===== config.mk =====
export PLATFORM = sky130hd
export DESIGN_NAME = nco_sweep_ctrl
export DESIGN_NICKNAME = d
export VERILOG_FILES = /design/src/rtl/nco_sweep_ctrl.sv
export SDC_FILE = /design/constraint.sdc
export NUM_CORES = 1
export LEC_CHECK = 0
export CAP_MARGIN = 20
export CELL_PAD_IN_SITES_DETAIL_PLACEMENT = 2
export CELL_PAD_IN_SITES_GLOBAL_PLACEMENT = 2
export CORE_MARGIN = 2
export CORE_UTILIZATION = 33
export CTS_BUF_LIST = sky130_fd_sc_hd__clkbuf_8 sky130_fd_sc_hd__clkbuf_16
export DETAILED_ROUTE_END_ITERATION = 8
export GPL_TIMING_DRIVEN = 1
export PLACE_DENSITY = 0.95
export SYNTH_ARGS = -nofsm -noshare
export SYNTH_HDL_FRONTEND = slang
export SYNTH_SLANG_ARGS = --single-unit

===== constraint.sdc =====
create_clock -name clk -period 4.9 [get_ports clk]
set_input_delay 1.225 -clock clk [delete_from_list [all_inputs] [get_ports clk]]
set_output_delay 1.225 -clock clk [all_outputs]
set_load 0.05 [all_outputs]

===== src/rtl/nco_sweep_ctrl.sv =====
// Linear-chirp sweep controller for the NCO: steps the phase increment from a start value
// by a signed delta, holding each value for a programmable dwell, single-shot or continuous.
module nco_sweep_ctrl #(
  parameter int PHW   = 32,
  parameter int STEPW = 16,
  parameter int DWW   = 16
) (
  input  logic             clk,
  input  logic             reset,
  input  logic             start,
  input  logic             abort,
  input  logic             continuous,
  input  logic [PHW-1:0]   phi_start,
  input  logic [PHW-1:0]   phi_step,
  input  logic [STEPW-1:0] num_steps,
  input  logic [DWW-1:0]   dwell,
  output logic [PHW-1:0]   phi_inc_o,
  output logic             clken_o,
  output logic             sweep_active,
  output logic             step_strobe,
  output logic             sweep_done,
  output logic [1:0]       dbg_state_o
);

  // Control inputs are level-sampled on each rising edge; there is no handshake,
  // abort wins over start and continuous, and start is honoured only in IDLE.
  typedef enum logic [1:0] {
    S_IDLE = 2'd0,
    S_RUN  = 2'd1,
    S_DONE = 2'd2
  } state_e;

  state_e           state_q;
  logic [PHW-1:0]   step_q;
  logic [STEPW-1:0] last_step_q;
  logic [DWW-1:0]   last_dwell_q;
  logic [DWW-1:0]   dwell_cnt_q;
  logic [STEPW-1:0] step_cnt_q;

  logic [STEPW-1:0] last_step_d;
  logic [DWW-1:0]   last_dwell_d;
  logic             launch_d;
  logic             cfg_ok_d;

  // Terminal counts are stored pre-decremented so RUN compares counters directly.
  always_comb begin
    last_step_d  = num_steps - STEPW'(1);
    last_dwell_d = (dwell == '0) ? '0 : (dwell - DWW'(1));
    cfg_ok_d     = (num_steps != '0);
    launch_d     = 1'b0;
    if (state_q == S_IDLE) launch_d = start;
    if (state_q == S_DONE) launch_d = continuous;
  end

  always_ff @(posedge clk) begin
    if (reset) begin
      state_q      <= S_IDLE;
      step_q       <= '0;
      last_step_q  <= '0;
      last_dwell_q <= '0;
      dwell_cnt_q  <= '0;
      step_cnt_q   <= '0;
      phi_inc_o    <= '0;
      clken_o      <= 1'b0;
      sweep_active <= 1'b0;
      step_strobe  <= 1'b0;
      sweep_done   <= 1'b0;
    end else if (abort) begin
      // phi_inc_o deliberately holds so the NCO parks on its last frequency.
      state_q      <= S_IDLE;
      clken_o      <= 1'b0;
      sweep_active <= 1'b0;
      step_strobe  <= 1'b0;
      sweep_done   <= 1'b0;
    end else begin
      step_strobe <= 1'b0;
      sweep_done  <= 1'b0;
      case (state_q)
        S_IDLE, S_DONE: begin
          if (launch_d && cfg_ok_d) begin
            state_q      <= S_RUN;
            step_q       <= phi_step;
            last_step_q  <= last_step_d;
            last_dwell_q <= last_dwell_d;
            dwell_cnt_q  <= '0;
            step_cnt_q   <= '0;
            phi_inc_o    <= phi_start;
            clken_o      <= 1'b1;
            sweep_active <= 1'b1;
          end else if (launch_d) begin
            // Zero-length sweep completes immediately without touching phi_inc_o.
            state_q      <= S_DONE;
            sweep_done   <= 1'b1;
            clken_o      <= 1'b0;
            sweep_active <= 1'b0;
          end else begin
            state_q      <= S_IDLE;
            clken_o      <= 1'b0;
            sweep_active <= 1'b0;
          end
        end
        S_RUN: begin
          if (dwell_cnt_q == last_dwell_q) begin
            dwell_cnt_q <= '0;
            if (step_cnt_q == last_step_q) begin
              state_q      <= S_DONE;
              sweep_done   <= 1'b1;
              clken_o      <= 1'b0;
              sweep_active <= 1'b0;
            end else begin
              phi_inc_o   <= phi_inc_o + step_q;
              step_cnt_q  <= step_cnt_q + STEPW'(1);
              step_strobe <= 1'b1;
            end
          end else begin
            dwell_cnt_q <= dwell_cnt_q + DWW'(1);
          end
        end
        default: begin
          state_q      <= S_IDLE;
          clken_o      <= 1'b0;
          sweep_active <= 1'b0;
        end
      endcase
    end
  end

  assign dbg_state_o = state_q;

endmodule


# After elaboration in Yosys (flattened, before gate mapping)
# Cells that the tools add are included.
[totals] ff_bits=133 in_bits=101
[classes] n_addsub=5 eq_ne=8 n_mux=28 bitwise=3 reduce_logical=12
[ops] op="$mux W32" count=3
[ops] op="$mux W16" count=5
[ops] op="$pmux W16 S2" count=2
[ops] op="$pmux W32 S2" count=1
[ops] op="$add A16 B1 Y16 const B" count=2
[ops] op="$add A32 B32 Y32" count=1
[ops] op="$eq A16 B16 Y1" count=2
[ops] op="$sub A16 B1 Y16 const B" count=2
[ops] op="$logic_not A16 Y1" count=1
[ops] op="$reduce_bool A16 Y1" count=1
[ops] op="$mux W1" count=10
[ops] op="$mux W2" count=4
[ops] op="$ne A2 B2 Y1 const B" count=4
[ops] op="$reduce_and A3 Y1" count=2
[ops] op="$reduce_and A5 Y1" count=1
[ops] op="$pmux W1 S2" count=2
[ops] op="$pmux W2 S2" count=1
[ops] op="$reduce_or A2 Y1" count=2
[ops] op="$reduce_or A4 Y1" count=1
[ops] op="$not A1 Y1" count=3
[ops] op="$eq A2 B1 Y1 const B" count=1
[ops] op="$eq A2 B2 Y1 const B" count=1
[ops] op="$logic_not A2 Y1" count=1
[ops] op="$reduce_and A2 Y1" count=1
[ops] op="2 further kinds" count=2

# Longest topological paths before layout
[logic_depth] ltp_word=6 mapped_depth=11 mapped_depth_nobuf=10

# Worst setup path after synthesis
# OpenSTA, ideal clock, no wires.
[synth_path] path_type="input-to-reg" startpoint="in num_steps[4]" endpoint="reg step_cnt_q[10]" setup_ps=128 arrival_time_ps=3037 t_required_ps=4772 slack_ps=1736 stages=10 n_path_buf=2 path_cell_list="or4_4 -> nor3_4 -> a31oi_2 -> a31o_1 -> buf_6 -> and3_4 -> buf_6 -> nand4_1 -> xor2_1 -> nor2_1"
[synth_between] elab_chain_cells=4
[synth_rtl] item="from (decl)" line="15" source="input logic [STEPW-1:0] num_steps,"
[synth_rtl] item="$reduce_bool A16 Y1" line="49" source="cfg_ok_d = (num_steps != '0);"
[synth_rtl] item="$logic_and A1 B1 Y1" line="80" source="if (launch_d && cfg_ok_d) begin"
[synth_rtl] item="$ne A2 B2 Y1 (no source line)"
[synth_rtl] item="$reduce_and A5 Y1 (no source line)"
[synth_rtl] item="to (signal assigned)" line="112" source="step_cnt_q <= step_cnt_q + STEPW'(1);"
[synth_rtl] item="to (decl)" line="38" source="logic [STEPW-1:0] step_cnt_q;"
# No other way between the ends.
# A chain may end at the register's enable or synchronous reset.

# Worst setup path after layout
[layout_path] startpoint="in num_steps[0]" endpoint="reg last_dwell_q[5]"
[layout_between] elab_chain_cells=3
[layout_rtl] item="$reduce_bool A16 Y1" line="49"
[layout_rtl] item="$logic_and A1 B1 Y1" line="80"
[layout_rtl] item="$reduce_and A3 Y1 (no source line)"
[layout_rtl] item="to (signal assigned)" line="84" source="last_dwell_q <= last_dwell_d;"
[layout_rtl] item="to (decl)" line="36" source="logic [DWW-1:0] last_dwell_q;"
# No other way between the ends.

==> results_dict.tcl <==
set metrics [dict create \
    cts_hold_buf 0 \
    fillCellCount 2623 \
    worstSetupPathType "input pin to register" \
    cts_tree "built" \
    ir_worst_vdd_mv 0.152 \
    seq_area_um2 2640 \
    start_util_pct 33.2 \
    multiInputGateArea_um2 4830 \
    rsz0062_at_grt "false" \
    ios 139 \
    grtUsageMet1_pct 29.8 \
    reg2reg_slack_ns 1.32 \
    grtUsageTotal_pct 26.3 \
    via_count 7929 \
    fin_skew_ns 0.0140 \
    busiest_layer "met2" \
    firstDrtPassIters 4 \
    synth_seq_cells 132 \
    end_kind "register" \
    grt_pass1_wl_mm 50.5 \
    layout_commonest_cell "nand2_1" \
    layout_common_cells "nand2_1 (145), clkdlybuf4s50_1 (137), dfxtp_1 (132)" \
    post_cts_resized 0 \
    drc 0 \
    whs_endpoint "step_q[8]" \
    dp_hpwl_mm 22.0 \
    numCtsBuffers 17 \
    clockBufferDepth 2 \
    overflow 0 \
    ys_warn_count 0 \
    dp.cells 1387 \
    synthFlopType "dfxtp_1" \
    p_leak_nw 3.77 \
    netlist_area_um2 7730 \
    worstPathArrival_ns 4.59 \
    die_area_um2 24700 \
    relSlewSlack_pct 24.7 \
    nNetsFinal 1226 \
    grtUsageMet3_pct 4.82 \
    tightest_slew_ns 1.11 \
    critPathMaxFanout 26 \
    clkTransAtPathRegs_ns 0.06 \
    synth-seq-area-share_pct 34.2 \
    grt_pass1_vias 9042 \
    synth.net_count 1110 \
    layout-drive-gt1-share_pct 6.09 \
    antenna_found_initial 1 \
    p_int_mw 2.02 \
    hp-class "register to register" \
    routabilityCongestion 0.875 \
    coreArea_um2 23300 \
    wl_mm 31.9 \
    setup-tns-final_ns 0 \
    port_buffers 138 \
    period_needed_ns 4.29 \
    cp-start-kind "input pin" \
    seq_power_share_pct 39.4 \
    synth_edf_count 0 \
    drt-initial-drc-count 516 \
    die_height_um 157 \
    switching_share_pct 32.2 \
    finalHoldViolCount 0 \
    drv_cap 0 \
    hold_depth 2 \
    synth_cell_types 71 \
    fin_ws_ns 0.614 \
    syn_avg_cell_area_um2 7.96 \
    r2r_start "phi_inc_o[0]" \
    worstHoldStart "step_q[8]" \
    r2r_end "phi_inc_o[28]" \
    hold_ws_ns 0.471 \
    fmax_ghz 0.233 \
    fin_crit_sh_pct 87.5 \
    outcome "completed" \
    h-tree-depth 4 \
    avgRoutedWirePerCell_um 22.5 \
    area_delta_synth_final_pct 28.4 \
    root_buffer "clkbuf_16" \
    dpl_worst_slack_ns 0.328 \
    powerDensity_nw_per_um2 299 \
    clkPwrFrac_pct 40.6 \
    grt_max_degree 56 \
    async_reset_ff_share_pct 0 \
    finalSetupViolations 0 \
    viasPerCell 5.59 \
    cts_sinks 132 \
    p_sw_mw 0.957 \
    syn_inst 971 \
    post_cts_buffers 0 \
    die_w_um 157 \
    power_frac_comb_pct 20.0 \
    cp.required_ns 5.20 \
    num_rows 56 \
    drv_slew 0 \
    final_cells 1419 \
    reg2reg_depth 10 \
    insertion_delay_ns 0.44 \
    grtUsageMet2_pct 48.9 \
    n_antenna_cell 0 \
    drtAntennaViolNets 0 \
]
[layer usage]
layer	part of all wire, %	up-vias
li1	-	3690
met2	52	217
met4	2.4	2
met5	0.038	-
met1	41	3959
met3	3.9	61
[logic make-up after synthesis]
family | count (synthesis) | synth area share (%)
simple gates | 403 | 24.2
mux | 8 | 1.07
fa+ha+maj | 38 | 6.24
xor+xnor | 96 | 10.9
buf+inv | 65 | 3.54
flops | 132 | 34.2
compound gates | 229 | 19.9
[synth_stat cells (all sizes together), types with 4 or more instances]
cell type	n	share of area (%)
o21ai	22	1.5
and3	10	0.87
xnor2	41	4.6
nor2b	5	0.40
nand2b	6	0.49
a211oi	26	2.5
a31o	4	0.45
a21o	13	1.3
inv	13	0.63
nand2	146	7.1
buf	9	0.81
dfxtp	132	34
or3	13	1.1
nor2	129	6.3
nand4	16	1.5
mux2i	6	0.78
xor2	55	6.2
a22oi	17	1.7
o211ai	8	0.78
clkbuf	43	2.1
a21oi	80	5.2
nand3	20	1.3
nor4	17	1.5
a41oi	4	0.55
ha	37	6.0
a31oi	7	0.65
o21bai	4	0.39
a311oi	22	2.5
and4	6	0.68
nor3	20	1.4
[flip-flops by register name, indices dropped and copies added (netlist names)]
| signal | flops |
|---|---|
| phi_inc_o | 32 |
| step_q | 32 |
| dwell_cnt_q | 16 |
| last_dwell_q | 16 |
| last_step_q | 16 |
| step_cnt_q | 16 |
| dbg_state_o | 2 |
| step_strobe | 1 |
| sweep_done | 1 |
[per-stage QoR]
stage	util [%]	instance area, um2	power, mW
after detailed placement	40.3	9390	1.77
after CTS	42.7	9930	2.99
final	42.7	9930	2.97
after global placement	40.3	9380	1.73
after global routing	42.7	9930	3.09
after floorplan	-	7730	1.52
[final cells by class]
cell class	count	area share, %
timing repair buffer	149	14.7
sequential	132	26.6
inverter	13	0.491
multi-input combinational	774	48.7
clock buffer	18	4.42
clock inverter	14	1.07
tap	319	4.02
[how the worst max path moves through the flow]
stage | endpoint | slack, ns | from | depth (start not counted)
final | last_dwell_q[5] | 0.61 | num_steps[0] | 12
after global routing | last_dwell_q[5] | 0.41 | num_steps[0] | 12
after floorplan | step_cnt_q[10] | 1.74 | num_steps[4] | 10
after CTS | last_dwell_q[5] | 0.73 | num_steps[0] | 12
after global placement | last_dwell_q[5] | 0.65 | num_steps[0] | 11
after detailed placement | last_dwell_q[5] | 0.33 | num_steps[0] | 12
[power groups by stage]
| stage | clock network [mW] | logic (mW) | registers (mW) |
|---|---|---|---|
| after floorplan | 0 | 0.271 | 1.25 |
| after global placement | 0 | 0.540 | 1.19 |
| after detailed placement | 0 | 0.574 | 1.19 |
| final | 1.21 | 0.594 | 1.17 |
| after CTS | 1.23 | 0.593 | 1.17 |
| after global routing | 1.27 | 0.638 | 1.18 |
[critical path, stage by stage]
cell             delay [ns]
clkdlybuf4s50_1        0.50
inv_1                  0.16
ha_1                   0.17
nor4b_1                0.89
nand3_1                0.31
nand2b_2               0.19
buf_4                  0.30
a41oi_1                0.21
buf_4                  0.32
a21boi_0               0.13
a21oi_1                0.13
nor2_1                 0.05
Power figures use the tool's default switching activity.
==> patch 1, RTL diff (same settings) <==
`PHW`: 32 -> 48.
--- a/src/rtl/nco_sweep_ctrl.sv
+++ b/src/rtl/nco_sweep_ctrl.sv
@@ -3,3 +3,3 @@
 module nco_sweep_ctrl #(
-  parameter int PHW   = 32,
+  parameter int PHW   = 48,
   parameter int STEPW = 16,
Ports: changed (resized phi_inc_o, phi_start and phi_step); port bits go from 139 to 187. The function was not compared with the original's and may differ.
==> patch 1 against the unedited design <==
Area after synthesis increased by 28%. Sequential share of layout area shrank 0.67 points. First-iteration DRC count decreased by 9.3%. Combinational power grew 35%. Routed wire length grew 23%. Clock skew grew 0.0011 ns. Sequential cell count rose by 32. Worst setup slack improved by 0.20 ns. Non-clock buffer count rose by 46. Total power is 23% higher. Design area increased by 27%. Cell count rose by 29%.
==> patch 1: results (changes against the unedited design) <==
Met3 WL post-DR -> 1.15 mm (-8.1%)
Mapped Cells -> 1,288 (+33%)
1st-iter DRT viols -> 468 (-9.3%)
Synth cell count leaders -> nand2_1, dfxtp_1, nor2_1
IO buf count -> 186 (+35%)
Wire length on met2 -> 19.7 mm (+18%)
Clock skew -> 0.0152 ns (+0.00115 ns)
Min-delay src -> step_q[42]
Worst-Margin Slew -> 0.886 ns (-0.227 ns)
Grt met2 use -> 43.9% (-5.0 points)
DRT Pass-1 Iters -> 5 (+1)
Vias in the first global route -> 11,300 (+25%)
Nets -> 1,608 (+31%)
GRT met1 Usage -> 29.2% (-0.65 points)
WP data arrival -> 4.43 ns (-0.16 ns)
Largest net degree at the start of global routing -> 76 (+36%)
Sink of the worst hold path -> step_q[42]
Synth Area in XOR/XNOR -> 9.81% (-1.1 points)
R2r endpoint -> phi_inc_o[46]
Hold Slack -> 0.470 ns (-0.000934 ns)
Synth area leaders -> dfxtp_1, nand2_1, a21oi_1
GRT Total Usage -> 24.9% (-1.4 points)
Synth Area in Adders -> 6.64% (+0.40 points)
CP max stage cell -> or4_4
Synth Area in Compound Gates -> 22.0% (+2.1 points)
Met3 Track Usage GR -> 3.23% (-1.6 points)
Biggest cell delay along the critical path -> 0.57 ns (-0.32 ns)
DRT Wirelength -> 39.1 mm (+23%)
M1 WL -> 16.5 mm (+25%)
Finished Layout Cells -> 1,829 (+29%)
Synth cell types -> 68 (-4.2%)
Worst IR drop on VDD -> 0.212 mV (+40%)
RR Startpoint -> phi_inc_o[19]
Gpl congestion -> 0.841 (-3.9%)
Status -> completed
First-pass GRT wire length -> 61.7 mm (+22%)
==> patch 1: cell types whose count changed after synthesis, moves of 16 or more <==
cell,change
a21oi_1,+61
a22oi_1,-16
dfxtp_1,+32
nand2_1,+64
nor2_1,+19
nor3_1,+23
o21ai_0,+25
xnor2_1,+30
==> patch 1: layout make-up <==
type	count	area [µm²]	share of cell area, %
tap	390	488	3.86
clock inverter	15	179	1.41
inverter	22	82.6	0.652
sequential	164	3280	25.9
antenna	3	7.51	0.0593
clock buffer	17	425	3.36
timing repair buffer	195	1970	15.6
multi-input combinational	1023	6220	49.2
==> patch 1: power by group through the flow <==
| stage | combinational [mW] | sequential, mW | clock, mW |
|---|---|---|---|
| final | 0.803 | 1.46 | 1.40 |
| after global routing | 0.869 | 1.47 | 1.48 |
| after CTS | 0.802 | 1.46 | 1.42 |
| after detailed placement | 0.789 | 1.49 | 0 |
| after global placement | 0.746 | 1.49 | 0 |
| after floorplan | 0.377 | 1.58 | 0 |
==> patch 2, RTL diff (config.mk and constraints unchanged) <==
Without the edit above. Register the output `dbg_state_o` once more, without a reset; this adds one clock of latency there. The other outputs are not delayed to match.
--- a/src/rtl/nco_sweep_ctrl.sv
+++ b/src/rtl/nco_sweep_ctrl.sv
@@ -127,3 +127,5 @@
 
-  assign dbg_state_o = state_q;
+  always_ff @(posedge clk) begin
+    dbg_state_o <= state_q;
+  end
 
Formal check against the unedited RTL: not equivalent (Yosys sat finds a counterexample within 4 cycles, from zero or initial values and one cycle with reset high).
==> patch 2 against the unedited design <==
Global-route usage is 0.54 points lower. Area after synthesis is 0.29% higher. Routed wire length is 0.28% lower. Cell count is 1.1% higher. Sequential cell count is 2 higher. Largest cell class unchanged. First-iteration DRC count is 19% lower. Total power is 2.1% higher. Worst setup slack better by 0.11 ns. Utilization is 0.31 points higher. Design area is 0.72% higher. Critical path depth is 5 lower.
==> patch 2: results (changes against the unedited design) <==
Status -> completed
Worst-Margin Slew -> 1.05 ns (-0.0614 ns)
# placed instances -> 1,401 (+1.0%)
Nets -> 1,242 (+1.3%)
Pwr Density -> 303 nW/µm² (+1.3%)
Delay-heaviest family, CP -> simple AND/OR/NAND/NOR gates
Synth cell types -> 55 (-23%)
Crit Path Max Fanout -> 33 (+27%)
H-tree level count -> 4 (unchanged)
Vias per cell -> 5.57 (-0.32%)
Synth cell count leaders -> nand2_1, dfxtp_1, nor2_1
Fin. max-slew vios -> 0 (unchanged)
Worst IR drop on VDD -> 0.180 mV (+19%)
Clock skew -> 0.00913 ns (-0.00491 ns)
Maximum buffer depth of the clock tree -> 2 (unchanged)
First-pass GRT wire length -> 49.6 mm (-1.7%)
Initial antenna violation count -> 0 (-1)
Sequential-to-total area share from yosys stat -> 34.6% (+0.42 points)
Vias in the first global route -> 8,919 (-1.4%)
Clock-pin slew on the worst setup and hold paths -> 0.06 ns (about the same)
TritonCTS Buffers -> 17 (unchanged)
Worst R2R Setup Slack -> 1.38 ns (+0.06 ns)
Clock Latency Late Sink -> 0.44 ns (about the same)
DRT Wirelength -> 31.8 mm (-0.28%)
Post-placement cell area -> 9430 µm² (+0.45%)
1st-iter DRT viols -> 419 (-19%)
GRT Total Usage -> 25.8% (-0.54 points)
P_leak -> 3.89 nW (+3.1%)
Ys async rst share -> 0% (unchanged)
Finished Layout Cells -> 1,435 (+1.1%)
Diodes inserted -> 0 (unchanged)
WP data arrival -> 4.52 ns (-0.07 ns)
Biggest cell delay along the critical path -> 0.61 ns (-0.28 ns)
Synth area leaders -> dfxtp_1, nand2_1, xor2_1
IO buf count -> 138 (unchanged)
Syn. warnings -> 0 (unchanged)
Syn_area_per_cell -> 7.87 µm² (-1.2%)
Root Buffer Master -> clkbuf_16
Place WS -> 0.456 ns (+0.129 ns)
Largest net degree at the start of global routing -> 59 (+5.4%)
Dpl hpwl -> 22.5 mm (+2.3%)
CTS resizes -> 0 (unchanged)
CP max stage cell -> or4_1
Final min period -> 4.18 ns (-0.107 ns)
Total negative setup slack -> 0 ns (unchanged)
Yosys top cell area share -> 34.6% (+0.42 points)
Gpl congestion -> 0.816 (-6.8%)
Layout cells sized above 1 -> 4.93% (-1.2 points)
Postcts setup bufs -> 0 (unchanged)
Syn_nets -> 1,125 (+1.4%)
## patch 2: changes by cell type in the layout (fill, tap and decap cells not counted), sizes merged, moves of 6 or more
cell / change
a211oi: +6
nor3: +7
or3: -7
nand2b: +8
o211ai: -6
## patch 2: stage by stage
| step | hold slack, ns | utilization, % |
|---|---|---|
| after detailed placement | 0.455 | 40.5 |
| after global placement | 0.435 | 40.5 |
| after floorplan | 0.372 | - |
| final | 0.465 | 43.0 |
| after CTS | 0.466 | 42.9 |
| after global routing | 0.495 | 43.0 |
## patch 2: worst paths after layout
path                start         endpoint  depth (start not counted)
max reg2reg  phi_inc_o[2]    phi_inc_o[31]                          9
min            step_q[10]       step_q[10]                          2
min reg2reg    step_q[10]       step_q[10]                          2
max          num_steps[6]  dwell_cnt_q[11]                          7
## patch 2: cells by family after synthesis
family	share of synthesized area, %
xor gates and xnor gates	11.6
buffers and inverters	3.13
DFF	34.6
adders and majority gates	6.23
and+or+nand+nor	24.0
muxes	0.790
AOI/OAI and AO/OA	19.7
## patch 2: tightest hold or removal path, delay by kind of cell (launching register included)
family           cells  cell delay, ns
AO/OA/AOI/OAI        1            0.05
AND/OR/NAND/NOR      1            0.05
flip-flops           1            0.31
## patch 2: cell type report
cell class,instances,area (µm²)
clock buffers,18,439
clock inverters,14,113
fillers,2640,13300
inverters,10,37.5
multi-input cells,790,4850
flip-flops and latches,134,2680
well taps,319,399
repair buffers,150,1480
## patch 2: where the power goes
part           switching [mW]  internal (mW)  total (mW)  leakage [nW]
Sequential             0.0480           1.14        1.19          1.09
Clock                   0.529          0.705        1.23         0.278
Combinational           0.370          0.241       0.611          2.52
## patch 2: routing by layer
metal	up-vias	track usage (%)	part of all wire (%)
met2	218	46.6	51
li1	3723	-	-
met5	-	0	0
met1	3984	30.0	42
met4	0	11.1	2.8
met3	68	3.99	3.7
